`src/rtl/stage_fetch_if.sv`:
```
// Instruction-memory channel between the fetch stage and instruction memory.
// Request: out_mem_req_valid / out_mem_req_addr from fetch, in_mem_req_ready from memory.
// Response: in_mem_resp_valid / in_mem_resp_data from memory (valid-only, no backpressure).
// Signal names are as seen from the fetch stage.
interface stage_fetch_if;
   logic        out_mem_req_valid;
   logic [31:0] out_mem_req_addr;
   logic        in_mem_req_ready;
   logic        in_mem_resp_valid;
   logic [31:0] in_mem_resp_data;

   // Fetch side
   modport master (
      output out_mem_req_valid,
      output out_mem_req_addr,
      input  in_mem_req_ready,
      input  in_mem_resp_valid,
      input  in_mem_resp_data
   );

   // Memory side
   modport slave (
      input  out_mem_req_valid,
      input  out_mem_req_addr,
      output in_mem_req_ready,
      output in_mem_resp_valid,
      output in_mem_resp_data
   );
endinterface

```
`src/rtl/stage_fetch.sv`:
```
// Instruction-fetch stage. Holds the PC, issues single-outstanding word fetches,
// and hands instructions to decode through an output slot backed by a one-entry
// skid buffer. Taken-branch redirects flush the slots and discard stale responses.
// Ports:
//   clk, reset                : clock, synchronous active-high reset
//   in_stall                  : decode holds the current output this cycle
//   in_branch_taken/target    : redirect request and target (bits [1:0] ignored)
//   mem                       : instruction-memory channel (master side)
//   out_instruction/PC/valid  : instruction to decode (NOP / 0 when not valid)
module stage_fetch #(
   parameter logic [31:0] RESET_PC = 32'h0000_1000
) (
   input  logic              clk,
   input  logic              reset,
   input  logic              in_stall,
   input  logic              in_branch_taken,
   input  logic [31:0]       in_branch_target,
   stage_fetch_if.master     mem,
   output logic [31:0]       out_instruction,
   output logic [31:0]       out_PC,
   output logic              out_valid
);
   localparam int unsigned XLEN = 32;
   localparam logic [XLEN-1:0] NOP       = 32'h0000_0013;
   localparam logic [XLEN-1:0] WORD_MASK = ~XLEN'(3);
   localparam logic [XLEN-1:0] PC_STEP   = XLEN'(4);
   localparam logic [XLEN-1:0] PC_INIT   = RESET_PC & WORD_MASK;

   typedef enum logic [1:0] {
      ST_REQ   = 2'd0,
      ST_WAIT  = 2'd1,
      ST_DRAIN = 2'd2
   } state_t;

   state_t          state;
   logic [XLEN-1:0] pc;
   logic [XLEN-1:0] req_pc;
   logic            skid_valid;
   logic [XLEN-1:0] skid_instr;
   logic [XLEN-1:0] skid_pc;

   logic            req_fire;
   logic            deliver;
   logic            consume;
   logic [XLEN-1:0] target_aligned;

   // Request is offered only from REQ, with room in the skid, and never in a redirect cycle
   assign mem.out_mem_req_valid = !reset && (state == ST_REQ) && !skid_valid && !in_branch_taken;
   assign mem.out_mem_req_addr  = pc;

   assign req_fire       = mem.out_mem_req_valid && mem.in_mem_req_ready;
   assign deliver        = (state == ST_WAIT) && mem.in_mem_resp_valid;
   assign consume        = out_valid && !in_stall;
   assign target_aligned = in_branch_target & WORD_MASK;

   // FSM, PC, output slot and skid slot
   always_ff @(posedge clk) begin
      if (reset) begin
         state           <= ST_REQ;
         pc              <= PC_INIT;
         req_pc          <= '0;
         out_valid       <= 1'b0;
         out_instruction <= NOP;
         out_PC          <= '0;
         skid_valid      <= 1'b0;
         skid_instr      <= NOP;
         skid_pc         <= '0;
      end else if (in_branch_taken) begin
         // Redirect wins: flush both slots; an outstanding request must be drained
         pc              <= target_aligned;
         out_valid       <= 1'b0;
         out_instruction <= NOP;
         out_PC          <= '0;
         skid_valid      <= 1'b0;
         case (state)
            ST_WAIT:  state <= mem.in_mem_resp_valid ? ST_REQ : ST_DRAIN;
            ST_DRAIN: state <= mem.in_mem_resp_valid ? ST_REQ : ST_DRAIN;
            default:  state <= ST_REQ;
         endcase
      end else begin
         case (state)
            ST_REQ: begin
               if (req_fire) begin
                  req_pc <= pc;
                  pc     <= pc + PC_STEP;
                  state  <= ST_WAIT;
               end
            end
            ST_WAIT: begin
               if (mem.in_mem_resp_valid) state <= ST_REQ;
            end
            ST_DRAIN: begin
               // Stale response from before a redirect: dropped
               if (mem.in_mem_resp_valid) state <= ST_REQ;
            end
            default: state <= ST_REQ;
         endcase

         // Skid is never full while a response can arrive, so skid and deliver are exclusive
         if (consume) begin
            if (skid_valid) begin
               out_instruction <= skid_instr;
               out_PC          <= skid_pc;
               skid_valid      <= 1'b0;
            end else if (deliver) begin
               out_instruction <= mem.in_mem_resp_data;
               out_PC          <= req_pc;
            end else begin
               out_valid       <= 1'b0;
               out_instruction <= NOP;
               out_PC          <= '0;
            end
         end else if (!out_valid) begin
            if (deliver) begin
               out_valid       <= 1'b1;
               out_instruction <= mem.in_mem_resp_data;
               out_PC          <= req_pc;
            end
         end else if (deliver) begin
            skid_valid <= 1'b1;
            skid_instr <= mem.in_mem_resp_data;
            skid_pc    <= req_pc;
         end
      end
   end
endmodule

```
`src/flat_wrapper.sv`:
```
// flat-port wrapper written by rule: the top's interface ports become plain ports
module stage_fetch_flat 
#(
   parameter logic [31:0] RESET_PC = 32'h0000_1000
)
  (clk, reset, in_stall, in_branch_taken, in_branch_target, out_instruction, out_PC, out_valid, mem_out_mem_req_valid, mem_out_mem_req_addr, mem_in_mem_req_ready, mem_in_mem_resp_valid, mem_in_mem_resp_data);
  stage_fetch_if mem_i ();
  input  logic clk;
  input  logic reset;
  input  logic in_stall;
  input  logic in_branch_taken;
  input  logic [31:0] in_branch_target;
  output logic [31:0] out_instruction;
  output logic [31:0] out_PC;
  output logic out_valid;
  output wire logic [$bits(mem_i.out_mem_req_valid)-1:0] mem_out_mem_req_valid;
  output wire logic [$bits(mem_i.out_mem_req_addr)-1:0] mem_out_mem_req_addr;
  input wire logic [$bits(mem_i.in_mem_req_ready)-1:0] mem_in_mem_req_ready;
  input wire logic [$bits(mem_i.in_mem_resp_valid)-1:0] mem_in_mem_resp_valid;
  input wire logic [$bits(mem_i.in_mem_resp_data)-1:0] mem_in_mem_resp_data;
  assign mem_out_mem_req_valid = mem_i.out_mem_req_valid;
  assign mem_out_mem_req_addr = mem_i.out_mem_req_addr;
  assign mem_i.in_mem_req_ready = mem_in_mem_req_ready;
  assign mem_i.in_mem_resp_valid = mem_in_mem_resp_valid;
  assign mem_i.in_mem_resp_data = mem_in_mem_resp_data;
  stage_fetch #(.RESET_PC(RESET_PC)) u_core (.clk(clk), .reset(reset), .in_stall(in_stall), .in_branch_taken(in_branch_taken), .in_branch_target(in_branch_target), .mem(mem_i), .out_instruction(out_instruction), .out_PC(out_PC), .out_valid(out_valid));
endmodule
```
`config.mk`:
```
export PLATFORM = sky130hd
export DESIGN_NAME = stage_fetch_flat
export DESIGN_NICKNAME = d
export VERILOG_FILES = /design/src/rtl/stage_fetch_if.sv /design/src/rtl/stage_fetch.sv /design/src/flat_wrapper.sv
export SDC_FILE = /design/constraint.sdc
export NUM_CORES = 1
export LEC_CHECK = 0
export CORE_MARGIN = 1
export CORE_UTILIZATION = 29
export CTS_CLUSTER_SIZE = 16
export DETAILED_ROUTE_END_ITERATION = 12
export SYNTH_ARGS = -nofsm -noshare
export SYNTH_HDL_FRONTEND = slang
export SYNTH_SLANG_ARGS = --single-unit
```
`constraint.sdc`:
```
create_clock -name clk -period 3.3 [get_ports clk]
set_clock_uncertainty 0.15 [all_clocks]
set_input_delay 0.66 -clock clk [delete_from_list [all_inputs] [get_ports clk]]
set_output_delay 0.66 -clock clk [all_outputs]
set_load 0.05 [all_outputs]
```
Yosys cells after proc, flatten, opt, wreduce, memory -nomap -nowiden
Index checks and enable logic that the tools add are counted.
Storage, ports and cells
  register bits: 196
  input bits: 70
  output and inout port bits: 98
Cells by class
  add/subtract/negate cells: 1
  equality and inequality tests: 7
  mux-type cells: 24
  bitwise gates (word level): 2
  reduce and logical (&&, ||, !) cells: 25
Operator list (number)
  2-to-1 mux 32 bit: 13
  adder 32 x 3 -> 32 bit, second input constant: 1
  AND reduction 2 bit: 6
  2-to-1 mux 2 bit: 5
  logical AND 1 bit: 6
  != test 2 bit, second input constant: 3
  nonzero test 2 bit: 3
  2-to-1 mux 1 bit: 5
  logical NOT 1 bit: 4
  case mux 2 bit (2 select lines): 1
  AND reduction 4 bit: 1
  OR reduction 2 bit: 2
  != test 3 x 1 -> 1 bit, second input constant: 1
  != test 3 x 2 -> 1 bit, second input constant: 1
  AND reduction 3 bit: 1
  OR reduction 3 bit: 1
  equality test 2 x 1 -> 1 bit, second input constant: 1
  equality test 2 bit, second input constant: 1
  logical NOT 2 bit: 1
  NOT 1 bit: 2

Longest topological paths before layout
Gate-level depths: netlist of the first run.
  depth in word-level cells: 8
  depth in mapped cells: 9
  mapped depth without buffers: 7

Worst setup path after synthesis of the first run
Ideal clock, no wire load.
  kind: input -> output
  start point: in reset
  end point: out mem_out_mem_req_valid
  arrival: 1435 ps
  data required time: 2490 ps
  slack: 1055 ps
  cell stages on the path: 3
  path buffers: 1
  cell sequence: buf_2 -> nor2_4 -> and2_1
Between the ends
  cells in the longest elaborated chain, start to end: 4
RTL lines
  start: declaration: RTL line flat_wrapper.sv:9  | input logic reset;
  logical NOT 1 bit: RTL line stage_fetch.sv:48  | assign mem.out_mem_req_valid = !reset && (state == ST_REQ) && !skid_valid && !in_branch_taken;
  logical AND 1 bit (3 in a row): RTL line stage_fetch.sv:48
  end: declaration: RTL line flat_wrapper.sv:16  | output wire logic [$bits(mem_i.out_mem_req_valid)-1:0] mem_out_mem_req_valid;
Every way passes these cells.

Worst setup path after layout of the first run
  start point: in in_branch_taken
  end point: out mem_out_mem_req_valid
Between the ends
  cells in the longest elaborated chain, start to end: 2
RTL lines
  start: declaration: RTL line flat_wrapper.sv:11  | input logic in_branch_taken;
  logical NOT 1 bit: RTL line stage_fetch.sv:48
  logical AND 1 bit: RTL line stage_fetch.sv:48
Every way passes these cells.

==> key figures, run 1 <==
Global route
  – GRT Total Usage: 0.167
  – Initial antenna violation count: 0
  – Largest net degree at the start of global routing: 125
  – Routing usage on met3: 0.0325
  – First-pass GRT wire length: 35500 um
  – GRT met2 Usage: 0.243
  – GR Layer Usage met1: 0.242
  – Busiest grt layer: met2
  – Vias in the first global route: 6472
  – Gr ovfl total: 0

Drt
  – # DRC: 0
  – Drt pass-1 iters: 5
  – Wire per inst: 16.1 um
  – Final WL: 22700 um
  – Via density per instance: 5.02
  – Via Count: 7057
  – DR iter-0 viols: 583
  – Post-route ant nets: 0

Critical path
  – Critical path class: in -> out
  – Critical Path RT: 2.49 ns
  – Worst Setup End Kind: primary output
  – WP data arrival: 1.94 ns
  – Worst R2R End: u_core.out_instruction[20]
  – FF-to-FF Start: u_core.state[1]
  – Crit Path Max Fanout: 9
  – Cell family with most CP delay: buffers and inverters
  – Startpoint Class: input port
  – Worst path depth: 4
  – Path depth of the worst reg2reg path: 8
  – Crit path largest cell delay: roughly 0.54 ns
  – Worst path buffer plus inverter count: 2
  – Critical Path, Cell by Cell: clkdlybuf4s50_1 > nor2_4 > and2_1 > buf_12
  – Worst reg-to-reg setup slack: 0.93 ns
  – Critical path's slowest cell: clkdlybuf4s50_1

Finish
  – Fillers: between 2k and 3k
  – Final #Nets: 1132
  – Diode count: 0
  – Share of cells above drive strength 1: 0.0746
  – Commonest cells after routing, fill and taps aside: nand2_1 (206), dfxtp_1 (188), clkdlybuf4s50_1 (159)
  – Finished Layout Cells: 1407
  – Area grow syn2layout: 32.8%
  – Commonest non-fill, non-tap cell in the layout: nand2_1

Pwr
  – Sequential share of power: 0.469
  – P_int: ~3800 uW
  – Power Dens Cells: 495 mW/mm^2
  – Combinational share of power: 0.111
  – Clock power share: 0.419
  – Net Sw Frac: 0.256
  – NetSw: about 1300 uW
  – P_leak: 0.00345 uW
  – Max VDD drop: 0.255 mV

Synthesis
  – Top cell type by total area after synthesis: dfxtp_1
  – Post-synth EDFFs: 0
  – Cell Area, Synth: 0.00771 mm^2
  – Sequential element share of the synthesized area: 0.488
  – Mapped Cells: 937
  – Top post-synthesis cells by area: dfxtp_1 (49%), nand2_1 (10%), a21oi_1 (7.2%), a221oi_1 (6.8%), nor3_1 (4.2%)
  – Syn_area_per_cell: 8.23 um^2
  – Synth top area share: 0.488
  – Prevailing post-synth register cell: dfxtp_1
  – YS warnings: 0
  – Synthesized flop and latch total: 188
  – Netlist cell types: 55
  – Fraction of registers with async set/reset: 0

Placement
  – Cells after DPL: 1375
  – Placer Congestion: 0.783
  – I/O Buffers: around 160
  – Post-DP HPWL: ~15000 um

Min path
  – Hold path depth: 2
  – Hold/Removal Path Class: reg -> reg
  – Hold EP: u_core.skid_pc[4]
  – Hold_sp: u_core.skid_pc[4]

Run
  – Max Cap Viol: 0

STA
  – RSZ-0062 raised after global routing: no
  – Setup TNS: 0 ns
  – Final min period: around 2.8 ns
  – Worst slew pin tran: 0.933 ns
  – Max Freq: about 360 MHz
  – Fin. Hold Viols: 0
  – Slew Limit Headroom: 0.376
  – Fin. max-slew vios: 0
  – Period Utilization, post-route: 0.835
  – Final setup violation count: 0

Clock network
  – CTS H-tree lvls: 4
  – Setup repair bufs after CTS: 0
  – Hold buffers post-CTS: 0
  – Worst-skew pair later-pin latency: 0.42 ns
  – Clock buffer depth: 2
  – Root buf cell: clkbuf_16
  – Cts repair resizes: 0
  – TritonCTS clock tree: yes
  – CTS Sinks: 188
  – Clock transition at the registers of the reported paths: 0.06 ns
  – TritonCTS Buffers: 17

Floorplan
  – Die area: 0.0273 mm^2
  – # IOs: 168
  – Die H: 165 um
  – Die width: 165 um
  – Core area: 0.0261 mm^2
  – Rows: 59
  – Initial Util: 0.296

Outcome
  – Status: finished, final reports clean
cells by family after synthesis:
group                    count (synthesis)  synth area share
AND/OR/NAND/NOR                        427             0.256
AO/OA/AOI/OAI                          207             0.176
flip-flops                             188             0.488
buffers and inverters                   88            0.0482
XOR/XNOR                                19            0.0216
multiplexers                             4           0.00519
adder cells (fa/ha/maj)                  3           0.00487
other                                    1          0.000486
power groups by stage:
| stage | logic (uW) | clock network, uW | registers, uW |
|---|---|---|---|
| 2_1_floorplan | 214 | 0 | 2540 |
| 6_report | 564 | 2130 | 2380 |
| 3_3_place_gp | 565 | 0 | 2430 |
| 4_1_cts | 569 | 2180 | 2380 |
| 3_5_place_dp | 567 | 0 | 2430 |
| 5_1_grt | 605 | 2290 | 2380 |
metrics by stage:
step | hold slack [ns] | utilization | setup WS [ns] | instance area [um^2] | power, uW
after floorplan | 0.286 | - | 1.06 | 7730 | 2750
after global placement | 0.291 | 0.369 | 0.362 | 9630 | 2990
after detailed placement | 0.297 | 0.369 | 0.319 | 9630 | 3000
after CTS | 0.305 | 0.393 | 0.535 | 10200 | 5130
after global routing | 0.321 | 0.393 | 0.510 | 10200 | 5280
final | 0.304 | 0.393 | 0.546 | 10200 | 5070
metal layers:
layer	vias up	share of wire
li1	3517	-
met1	3289	0.48
met2	227	0.45
met3	24	0.059
met4	0	0.018
met5	-	0
cell type report:
type	count	area, um^2	share of cell area
flip-flops and latches	188	3760	0.367
repair buffers	182	1800	0.176
clock inverters	13	166	0.0162
multi-input cells	664	3620	0.353
well taps	335	419	0.0409
clock buffers	19	453	0.0442
inverters	6	22.5	0.00220
tightest hold or removal path: stages (launching register included):
cell and delay (ns):
dfxtp_1 0.31, nand2_1 0.05, a21oi_1 0.05
synth_stat cells, types with 3 or more instances:
| cell type | count |
|---|---|
| nand4_2 | 3 |
| ha_1 | 3 |
| a211oi_1 | 4 |
| or3_1 | 4 |
| a221oi_1 | 60 |
| o21a_1 | 3 |
| nand3_1 | 13 |
| dfxtp_1 | 188 |
| nor3_1 | 65 |
| nor2_1 | 81 |
| o21ai_0 | 4 |
| nand2_1 | 206 |
| xor2_1 | 11 |
| buf_2 | 14 |
| and3_1 | 13 |
| xnor2_1 | 8 |
| buf_4 | 6 |
| o221ai_1 | 4 |
| o22ai_1 | 7 |
| and2_1 | 4 |
| a211oi_2 | 3 |
| inv_1 | 6 |
| nand4_1 | 14 |
| mux2i_1 | 4 |
| clkbuf_1 | 59 |
| a31oi_1 | 4 |
| a21oi_1 | 111 |
| nand3b_1 | 3 |
worst max-delay path by stage:
stage,startpoint,endpoint,slack [ns]
after global placement,mem_in_mem_resp_valid,u_core.out_instruction[24],0.36
final,in_branch_taken,mem_out_mem_req_valid,0.55
after floorplan,reset,mem_out_mem_req_valid,1.06
after detailed placement,mem_in_mem_resp_valid,u_core.out_instruction[20],0.32
after CTS,in_branch_taken,mem_out_mem_req_valid,0.53
after global routing,in_branch_taken,mem_out_mem_req_valid,0.51
state kept, by name, summed over array words and instances, names as in the netlist:
| register | cells |
|---|---|
| u_core.state | 2 |
| u_core.req_pc | 30 |
| u_core.out_PC | 30 |
| u_core.skid_pc | 30 |
| u_core.out_valid | 1 |
| u_core.mem.out_mem_req_addr | 30 |
| u_core.out_instruction | 32 |
| u_core.skid_valid | 1 |
| u_core.skid_instr | 32 |
No activity file was read; power rests on OpenSTA's default activity.
==> run 2: changes to the inputs <==
- clock period: 3.3 -> 2.7 ns (I/O delays scaled with it)
==> run 2 against run 1 <==
Critical path depth is 3 lower. Via count up 1.8%. Hold slack worse by 0.018 ns. Clock power grew 23%. Clock-buffer cell count stayed put. Final cell count grew 1.1%. First-iteration DRC count increased by 11%. Register-to-register slack worse by 0.72 ns. Sequential power is 22% higher. Non-clock buffer count rose by 15. Sequential share of layout area decreased by 0.40 points. Die area stayed put. Critical endpoint is now mem_out_mem_req_addr[7]. Largest power group unchanged.
==> key figures, run 2 (synthesis gave the netlist of run 1 again) <==
Placement
  – I/O Buffers: 161 (unchanged)
  – Dpl cell area: 0.00975 mm^2 (+1.3%)
  – Placer Congestion: 0.797 (+1.7%)
  – Post-DP HPWL: 15700 um (+5.1%)

Critical path
  – WP data arrival: 1.86 ns (-0.08 ns)
  – Cell family with most CP delay: buffers and inverters
  – Critical path class: reg -> out
  – Worst Setup End Kind: primary output
  – Worst reg-to-reg setup slack: 0.21 ns (-0.72 ns)
  – Critical path's slowest cell: clkdlybuf4s50_1
  – Crit path largest cell delay: 0.89 ns (+0.35 ns)
  – Worst path buffer plus inverter count: 1 (-1)
  – Critical Path, Cell by Cell: clkdlybuf4s50_1
  – Crit Path Max Fanout: 8 (-1)
  – Critical Path RT: 2.01 ns (-0.48 ns)
  – Startpoint Class: flip-flop

Run
  – Max Cap Viol: 0 (unchanged)

Floorplan
  – Core area: 0.0261 mm^2 (unchanged)
  – # IOs: 168 (unchanged)
  – Die width: 165 um (unchanged)
  – Die area: 0.0273 mm^2 (unchanged)
  – Rows: 59 (unchanged)
  – Die H: 165 um (unchanged)
  – Initial Util: 0.296 (unchanged)

Drt
  – Drt pass-1 iters: 5 (unchanged)
  – DR iter-0 viols: 645 (+11%)
  – Final WL: 23300 um (+2.5%)
  – Wire per inst: 16.4 um (+1.4%)
  – # DRC: 0 (unchanged)
  – Post-route ant nets: 0 (unchanged)
  – Via Count: 7182 (+1.8%)
  – Via density per instance: 5.05 (+0.70%)

Global route
  – First-pass GRT wire length: 36400 um (+2.6%)
  – Initial antenna violation count: 0 (unchanged)
  – Vias in the first global route: 6689 (+3.4%)
  – GRT Total Usage: 0.171 (+0.00387)
  – Largest net degree at the start of global routing: 96 (-23%)
  – Gr ovfl total: 0 (unchanged)

STA
  – Max Freq: 392 MHz
  – Fin. max-slew vios: 0 (unchanged)
  – Worst slew pin tran: 1.27 ns (+0.341 ns)
  – Final setup violation count: 0 (unchanged)
  – Slew Limit Headroom: 0.148 (-0.228)
  – Fin. Hold Viols: 0 (unchanged)
  – Period Utilization, post-route: 0.945
  – Final min period: 2.55 ns
  – RSZ-0062 raised after global routing: no
  – Setup TNS: 0 ns (unchanged)

Clock network
  – Clock transition at the registers of the reported paths: 0.07 ns (about the same)
  – Setup repair bufs after CTS: 0 (unchanged)
  – CTS H-tree lvls: 4 (unchanged)
  – Root buf cell: clkbuf_16
  – Worst-skew pair later-pin latency: 0.43 ns (about the same)
  – Clock buffer depth: 2 (unchanged)
  – CTS Sinks: 188 (unchanged)
  – TritonCTS Buffers: 17 (unchanged)
  – Cts repair resizes: 0 (unchanged)
  – TritonCTS clock tree: yes
  – Hold buffers post-CTS: 0 (unchanged)

Outcome
  – Status: finished, final reports clean

Finish
  – Commonest non-fill, non-tap cell in the layout: nand2_1
  – Commonest cells after routing, fill and taps aside: nand2_1 (206), dfxtp_1 (188), clkdlybuf4s50_1 (159)
  – Cell area after layout: 0.0104 mm^2 (+1.1%)
  – Flip-flop and latch area: 0.00376 mm^2 (unchanged)
  – Fillers: 2628 (+1.3%)
  – Final #Nets: 1147 (+1.3%)
  – Multi-input gate area: 0.00362 mm^2 (unchanged)
  – Share of cells above drive strength 1: 0.0865 (+0.0118)
  – Top flop regs: u_core.out_instruction x32, u_core.skid_instr x32
  – Area grow syn2layout: 34.3%
  – Diode count: 0 (unchanged)

Min path
  – Hold/Removal Path Class: in -> reg

Pwr
  – Power Dens Cells: 601 mW/mm^2 (+21%)
  – Max VDD drop: 0.348 mV (+36%)
  – P_leak: 0.00352 uW (+2.1%)
## run 2: changes by cell type in the layout (fill, tap and decap cells not counted)
cell,delta
buf_12,+1
clkinv_2,+2
clkbuf_1,+1
inv_8,+2
clkbuf_8,-1
clkinv_4,-4
buf_4,+14
## run 2: worst register-to-register path, cell delays in order (launching register included)
cell and delay [ns]:
dfxtp_1 0.32, inv_1 0.07, ha_1 0.20, nand2_1 0.09, nor2_1 0.07, nor2_4 0.96
buf_4 0.33, a221oi_1 0.06, nor3_1 0.17
## run 2: per-stage QoR
stage	hold slack [ns]	power, uW	util	worst slack [ns]	instances
2_1_floorplan	0.286	3360	-	0.465	940
3_3_place_gp	0.291	3680	0.374	-0.118	1390
3_5_place_dp	0.296	3680	0.374	-0.172	1390
4_1_cts	0.262	6300	0.397	0.136	1422
5_1_grt	0.271	6460	0.397	0.00848	1422
6_report	0.286	6220	0.397	0.149	1422
## run 2: cell type report
class,instances,share of cell area
Tap cell,335,0.0405
Sequential cell,188,0.363
Clock inverter,13,0.0158
Clock buffer,19,0.0428
Inverter,6,0.00217
Multi-Input combinational cell,664,0.349
Timing Repair Buffer,197,0.186
## run 2: where the power goes
| group | internal (uW) | switching (uW) | total [uW] | leakage, uW |
|---|---|---|---|---|
| combinational | 282 | 433 | 715 | 0.00171 |
| sequential | 2830 | 73.7 | 2900 | 0.00152 |
| clock | 1490 | 1120 | 2610 | 0.000293 |
| total | 4600 | 1620 | 6220 | 0.00352 |
## run 2: path summary, 6_finish.rpt
check / to / start / cells past startpoint
setup / recovery: mem_out_mem_req_addr[7] / u_core.mem.out_mem_req_addr[7] / 1
hold / removal: u_core.mem.out_mem_req_addr[12] / reset / 3
setup reg to reg: u_core.out_instruction[13] / u_core.state[1] / 8
hold reg to reg: u_core.skid_pc[5] / u_core.skid_pc[5] / 2
## run 2: metal layers
metal,track usage,part of all wire,vias to the layer above
met5,0,0,-
met4,0.0463,0.0088,0
met3,0.0297,0.055,11
met2,0.268,0.46,220
met1,0.240,0.48,3393
li1,-,-,3558
